--- config.mk ---
export PLATFORM = sky130hd
export DESIGN_NAME = cc_speedcounter
export DESIGN_NICKNAME = d
export VERILOG_FILES = /design/src/rtl/cc_speedcounter.sv
export SDC_FILE = /design/constraint.sdc
export NUM_CORES = 1
export LEC_CHECK = 0
export ABC_AREA = 1
export ABC_CLOCK_PERIOD_IN_PS = 2900
export CAP_MARGIN = 10
export CORE_UTILIZATION = 46
export CTS_CLUSTER_DIAMETER = 50
export DETAILED_ROUTE_END_ITERATION = 10
export GPL_TIMING_DRIVEN = 0
export MAX_ROUTING_LAYER = met4
export PLACE_DENSITY = 0.78
export SKIP_CTS_REPAIR_TIMING = 1
export SLEW_MARGIN = 20
export SYNTH_ARGS = -nofsm -noshare
export SYNTH_HDL_FRONTEND = slang
export SYNTH_SLANG_ARGS = --single-unit
export TNS_END_PERCENT = 30
--- constraint.sdc ---
create_clock -name CC_SPEEDCOUNTER_CLOCK_50 -period 2.9 [get_ports CC_SPEEDCOUNTER_CLOCK_50]
set_input_delay 0.29 -clock CC_SPEEDCOUNTER_CLOCK_50 [delete_from_list [all_inputs] [get_ports CC_SPEEDCOUNTER_CLOCK_50]]
set_output_delay 0.29 -clock CC_SPEEDCOUNTER_CLOCK_50 [all_outputs]
set_load 0.05 [all_outputs]
--- src/rtl/cc_speedcounter.sv ---
`default_nettype none
// ============================================================================
//  Module      : cc_speedcounter
//  Description : Free-running tick-period counter that drives an external
//                equality comparator (data/limit buses) and wraps when the
//                comparator reports a match on its active-low T0 output.
//                Emits a one-cycle tick per completed period. The period
//                limit shrinks with game level down to a floor.
//  Ports       : CC_SPEEDCOUNTER_CLOCK_50       - system clock
//                CC_SPEEDCOUNTER_RESET_InHigh   - synchronous reset, active-high
//                CC_SPEEDCOUNTER_enable_InHigh  - run (1) / pause (0)
//                CC_SPEEDCOUNTER_T0_InLow       - comparator match, 0 = equal
//                CC_SPEEDCOUNTER_level_InBUS    - current game level
//                CC_SPEEDCOUNTER_data_OutBUS    - count to comparator data
//                CC_SPEEDCOUNTER_limit_OutBUS   - latched limit to comparator
//                CC_SPEEDCOUNTER_tick_OutHigh   - one-cycle period pulse
//  Revision    : 1.0 - initial release
// ============================================================================
module cc_speedcounter #(
    parameter int DATAWIDTH  = 16,
    parameter int LEVELWIDTH = 3,
    parameter int BASE_LIMIT = 50000,
    parameter int STEP_LIMIT = 5000,
    parameter int MIN_LIMIT  = 10000
) (
    input  logic                  CC_SPEEDCOUNTER_CLOCK_50,
    input  logic                  CC_SPEEDCOUNTER_RESET_InHigh,
    input  logic                  CC_SPEEDCOUNTER_enable_InHigh,
    input  logic                  CC_SPEEDCOUNTER_T0_InLow,
    input  logic [LEVELWIDTH-1:0] CC_SPEEDCOUNTER_level_InBUS,
    output logic [DATAWIDTH-1:0]  CC_SPEEDCOUNTER_data_OutBUS,
    output logic [DATAWIDTH-1:0]  CC_SPEEDCOUNTER_limit_OutBUS,
    output logic                  CC_SPEEDCOUNTER_tick_OutHigh
);

    // Product width wide enough that level*STEP_LIMIT never overflows.
    localparam int PW = DATAWIDTH + LEVELWIDTH;

    localparam logic [1:0] S_IDLE  = 2'd0;
    localparam logic [1:0] S_RUN   = 2'd1;
    localparam logic [1:0] S_PAUSE = 2'd2;

    localparam logic [PW-1:0]        C_BASE  = PW'(BASE_LIMIT);
    localparam logic [PW-1:0]        C_STEP  = PW'(STEP_LIMIT);
    localparam logic [PW-1:0]        C_MINW  = PW'(MIN_LIMIT);
    localparam logic [DATAWIDTH-1:0] C_MIN   = DATAWIDTH'(MIN_LIMIT);

    logic [1:0]           state_q, state_d;
    logic [DATAWIDTH-1:0] data_q,  data_d;
    logic [DATAWIDTH-1:0] limit_q, limit_d;
    logic                 tick_q,  tick_d;
    logic [DATAWIDTH-1:0] lim_new;

    // Level-to-limit mapping: BASE - level*STEP, clamped to the floor. The
    // overshoot test must come first so the subtraction never underflows.
    function automatic logic [DATAWIDTH-1:0] f_limit(input logic [LEVELWIDTH-1:0] lvl);
        logic [PW-1:0] prod;
        logic [PW-1:0] diff;
        prod = PW'(lvl) * C_STEP;
        diff = C_BASE - prod;
        if (prod > C_BASE) begin
            return C_MIN;
        end else if (diff < C_MINW) begin
            return C_MIN;
        end else begin
            return DATAWIDTH'(diff);
        end
    endfunction

    assign lim_new = f_limit(CC_SPEEDCOUNTER_level_InBUS);

    always_comb begin
        state_d = state_q;
        data_d  = data_q;
        limit_d = limit_q;
        tick_d  = 1'b0;
        case (state_q)
            S_IDLE: begin
                data_d = '0;
                if (CC_SPEEDCOUNTER_enable_InHigh) begin
                    state_d = S_RUN;
                    limit_d = lim_new;
                end
            end
            S_RUN: begin
                // Pause wins over a simultaneous match; data is held so the
                // match is seen again on resume.
                if (!CC_SPEEDCOUNTER_enable_InHigh) begin
                    state_d = S_PAUSE;
                end else if (!CC_SPEEDCOUNTER_T0_InLow) begin
                    data_d  = '0;
                    tick_d  = 1'b1;
                    limit_d = lim_new;
                end else begin
                    data_d  = data_q + 1'b1;
                end
            end
            S_PAUSE: begin
                if (CC_SPEEDCOUNTER_enable_InHigh) begin
                    state_d = S_RUN;
                end
            end
            default: begin
                state_d = S_IDLE;
                data_d  = '0;
            end
        endcase
    end

    always_ff @(posedge CC_SPEEDCOUNTER_CLOCK_50) begin
        if (CC_SPEEDCOUNTER_RESET_InHigh) begin
            state_q <= S_IDLE;
            data_q  <= '0;
            tick_q  <= 1'b0;
            limit_q <= lim_new;
        end else begin
            state_q <= state_d;
            data_q  <= data_d;
            tick_q  <= tick_d;
            limit_q <= limit_d;
        end
    end

    assign CC_SPEEDCOUNTER_data_OutBUS  = data_q;
    assign CC_SPEEDCOUNTER_limit_OutBUS = limit_q;
    assign CC_SPEEDCOUNTER_tick_OutHigh = tick_q;

endmodule
`default_nettype wire

==> flow_metrics.tcl <==
set metrics [dict create \
    routedWlPerCell_um 12.4 \
    cts_tree "built" \
    die-area_um2 4560 \
    synth_top_area_share 0.192 \
    globalplace.congestion 0.902 \
    p_per_area_nw_per_um2 503 \
    ys_types 37 \
    muxShareOfSynthArea 0 \
    fin_area_um2 2640 \
    async_flop_share 0 \
    grt_start_max_net_pins 13 \
    period_needed_ns 2.84 \
    min_to "CC_SPEEDCOUNTER_data_OutBUS[1]$_SDFFE_PP0P_" \
    placed_cells 348 \
    end_kind "flop" \
    fmax_mhz 352 \
    r2r_slack_ns 1.17 \
    crit_path_cell_trace "buf_8 -> buf_8 -> clkinv_8 -> fa_1 -> inv_1 -> ha_2 -> inv_2 -> fa_2 -> nand2_2 -> nor2_2 -> nand3_2 -> nand2_2 -> nand3_2 -> nand2_2 -> nand3_4 -> nand2_8 -> nor2_1" \
    fin_worst_skew_ns 0.00771 \
    synthXorXnorAreaFrac 0.0177 \
    crit_fanout 7 \
    hold_path_depth 2 \
    sequentialPowerShare 0.385 \
    clk_pin_slew_ns 0.06 \
    overflow 0 \
    min_from "CC_SPEEDCOUNTER_RESET_InHigh" \
    grt_pass1_vias 1622 \
    peakVddDrop_mv 0.215 \
    std_cell_rows 23 \
    place_area_um2 2400 \
    r2r-end "CC_SPEEDCOUNTER_data_OutBUS[14]$_SDFFE_PP0P_" \
    synth_fa_ha_area_frac 0.106 \
    finalSetupViolCount 0 \
    htreeDepth 2 \
    ant_nets 0 \
    clock_power_share 0.262 \
    synth_top_family_by_area "simple AND/OR/NAND/NOR gates" \
    finalCoreUtilization 0.651 \
    ys_warn_count 0 \
    drtPass1Iterations 4 \
    p_leak_nw 1.14 \
    via_count 1859 \
    areaGrowthSynthToFinish_pct 33.7 \
    drv_slew 0 \
    chipHeight_um 67.6 \
    nNetsFinal 334 \
    critPathKind "in -> reg" \
    numCtsBuffers 5 \
    initial_utilization 0.487 \
    drtIter0Drc 133 \
    cts_root_buf "clkbuf_8" \
    crit_path_frequent_cell "nand2_2" \
    required_ns 2.94 \
    num_antenna_cells 0 \
    regToRegStartpoint "CC_SPEEDCOUNTER_data_OutBUS[0]$_SDFFE_PP0P_" \
    synth-seq-cells 31 \
    relSlewSlack 0.653 \
    antenna_found_initial 0 \
    max_cap_violations 0 \
    cts_max_path_buffers 2 \
    dp_slack_ns -0.821 \
    synth_compound_area_frac 0.0943 \
    hpwl_um 3180 \
    grt_use_total 0.211 \
    reg2regPathDepth 8 \
    yosys.area.top_type "dfxtp_1" \
    status "completed" \
    ys_top_cells_by_area "dfxtp_1 19%, edfxtp_1 18%, nand2_1 12%" \
    syn_avg_cell_area_um2 7.57 \
    fin_cells 363 \
    finalPower_mw 1.33 \
    syn_inst 261 \
    p_sw_mw 0.483 \
    fin_crit_sh 0.980 \
    die_x_um 67.6 \
    port_buffers 35 \
    synth.yosys.seq_area_share 0.375 \
    tightest_slew_ns 0.518 \
    core_area_um2 4060 \
    synth_edf_count 12 \
    worstSetupStartpointType "input pin" \
    fin_ws_ns 0.0586 \
    ys.flop_type "dfxtp_1" \
    synthSimpleGateAreaFrac 0.311 \
    wl_um 4490 \
    route.detailed.drc 0 \
    fill_cells 326 \
    critPathSlowestCell "fa_2" \
    p_comb_frac 0.353 \
    arrival_ns 2.88 \
    grt_pass1_wl_um 6980 \
    vias_per_cell 5.12 \
    swShare 0.363 \
    layout-drive-gt1-share 0.176 \
    syn_area_um2 1980 \
    p_int_mw 0.847 \
    hold_viol 0 \
    insertion_delay_ns 0.28 \
    critPathMaxStageDelay_ns 0.65 \
    cts.sinks 31 \
    hp-class "in -> reg" \
    pin_count 40 \
]
## how the worst max path moves through the flow
| stage | depth (start not counted) | slack [ns] | from | to |
|---|---|---|---|---|
| global route | 17 | -0.07 | CC_SPEEDCOUNTER_level_InBUS[0] | CC_SPEEDCOUNTER_limit_OutBUS[15]$_SDFFCE_PN0P_ |
| floorplan | 16 | 0.13 | CC_SPEEDCOUNTER_level_InBUS[0] | CC_SPEEDCOUNTER_limit_OutBUS[7]$_SDFFCE_PN0P_ |
| CTS | 17 | -0.53 | CC_SPEEDCOUNTER_level_InBUS[0] | CC_SPEEDCOUNTER_limit_OutBUS[6]$_SDFFCE_PN0P_ |
| finish | 17 | 0.06 | CC_SPEEDCOUNTER_level_InBUS[0] | CC_SPEEDCOUNTER_limit_OutBUS[11]$_SDFFCE_PN0P_ |
| global placement | 17 | -0.76 | CC_SPEEDCOUNTER_level_InBUS[0] | CC_SPEEDCOUNTER_limit_OutBUS[7]$_SDFFCE_PN0P_ |
| detailed placement | 17 | -0.82 | CC_SPEEDCOUNTER_level_InBUS[0] | CC_SPEEDCOUNTER_limit_OutBUS[6]$_SDFFCE_PN0P_ |
## logic make-up after synthesis
group,count (synthesis)
AOI/OAI and AO/OA,30
DFF,31
other,1
buffers and inverters,43
and+or+nand+nor,137
xor gates and xnor gates,4
adders and majority gates,15
## Yosys cell counts, types with 2 or more instances
cell type / number
a211oi_1: 4
a21oi_1: 11
a221oi_1: 2
buf_4: 4
dfxtp_1: 19
edfxtp_1: 12
fa_1: 3
ha_1: 12
inv_1: 35
nand2_1: 62
nand2_2: 5
nand3_1: 27
nand4_1: 2
nor2_1: 27
nor3_1: 5
nor4_1: 2
o21a_1: 2
o21ai_0: 6
xnor2_1: 2
xor2_1: 2
## layer usage
metal / global-route usage / share of wire / vias up / wire length (um)
li1: - / - / 946 / -
met2: 0.348 / 0.51 / 40 / 2290
met5: - / 0 / - / 0
met3: 0.0456 / 0.038 / 8 / 171
met4: 0.0878 / 0.021 / 0 / 95
met1: 0.246 / 0.43 / 865 / 1940
## cells in the final DEF, fill, tap and decap left out, drive strengths merged, types with 3 or more instances in the layout
master | synthesis | layout
nand2 | 68 | 68
conb | 1 | 3
a211oi | 4 | 4
buf | 6 | 15
o21ai | 8 | 8
nor3 | 5 | 5
a21oi | 12 | 12
clkbuf | 1 | 8
clkdlybuf4s50 | 0 | 32
nand3 | 29 | 29
dfxtp | 19 | 19
nor2 | 28 | 28
edfxtp | 12 | 12
inv | 36 | 35
ha | 12 | 12
fa | 3 | 3
## stage by stage
stage / TNS [ns] / hold WS (ns)
finish: 0 / 0.426
global route: -0.629 / 0.425
CTS: -5.66 / 0.399
detailed placement: -9.24 / 0.467
global placement: -8.58 / 0.464
floorplan: 0 / 0.366
## critical path: cells and delay by family
kind / cells / cell delay [ns]
buf+inv: 5 / 0.39
fa+ha+maj: 3 / 1.27
simple gates: 9 / 0.92
## cell type report
cell class	instances	area, um^2	share of cell area
Timing Repair Buffer	42	415	0.157
Clock buffer	6	82.6	0.0313
Multi-Input combinational cell	189	1120	0.424
Inverter	36	155	0.0587
Tap cell	50	62.6	0.0237
Buffer	7	53.8	0.0204
Clock inverter	2	11.3	0.00426
Sequential cell	31	741	0.280
## sequential cells by signal (all words and copies together) (netlist names)
name and count:
CC_SPEEDCOUNTER_data_OutBUS 16, CC_SPEEDCOUNTER_limit_OutBUS 12, CC_SPEEDCOUNTER_tick_OutHigh 1, state_q 2
## power groups by stage
stage / clock (mW) / sequential (mW) / combinational [mW]
floorplan: 0 / 0.632 / 0.183
global placement: 0 / 0.519 / 0.402
detailed placement: 0 / 0.521 / 0.409
CTS: 0.355 / 0.511 / 0.412
global route: 0.375 / 0.513 / 0.501
finish: 0.349 / 0.511 / 0.469
Power figures use the tool's default switching activity.
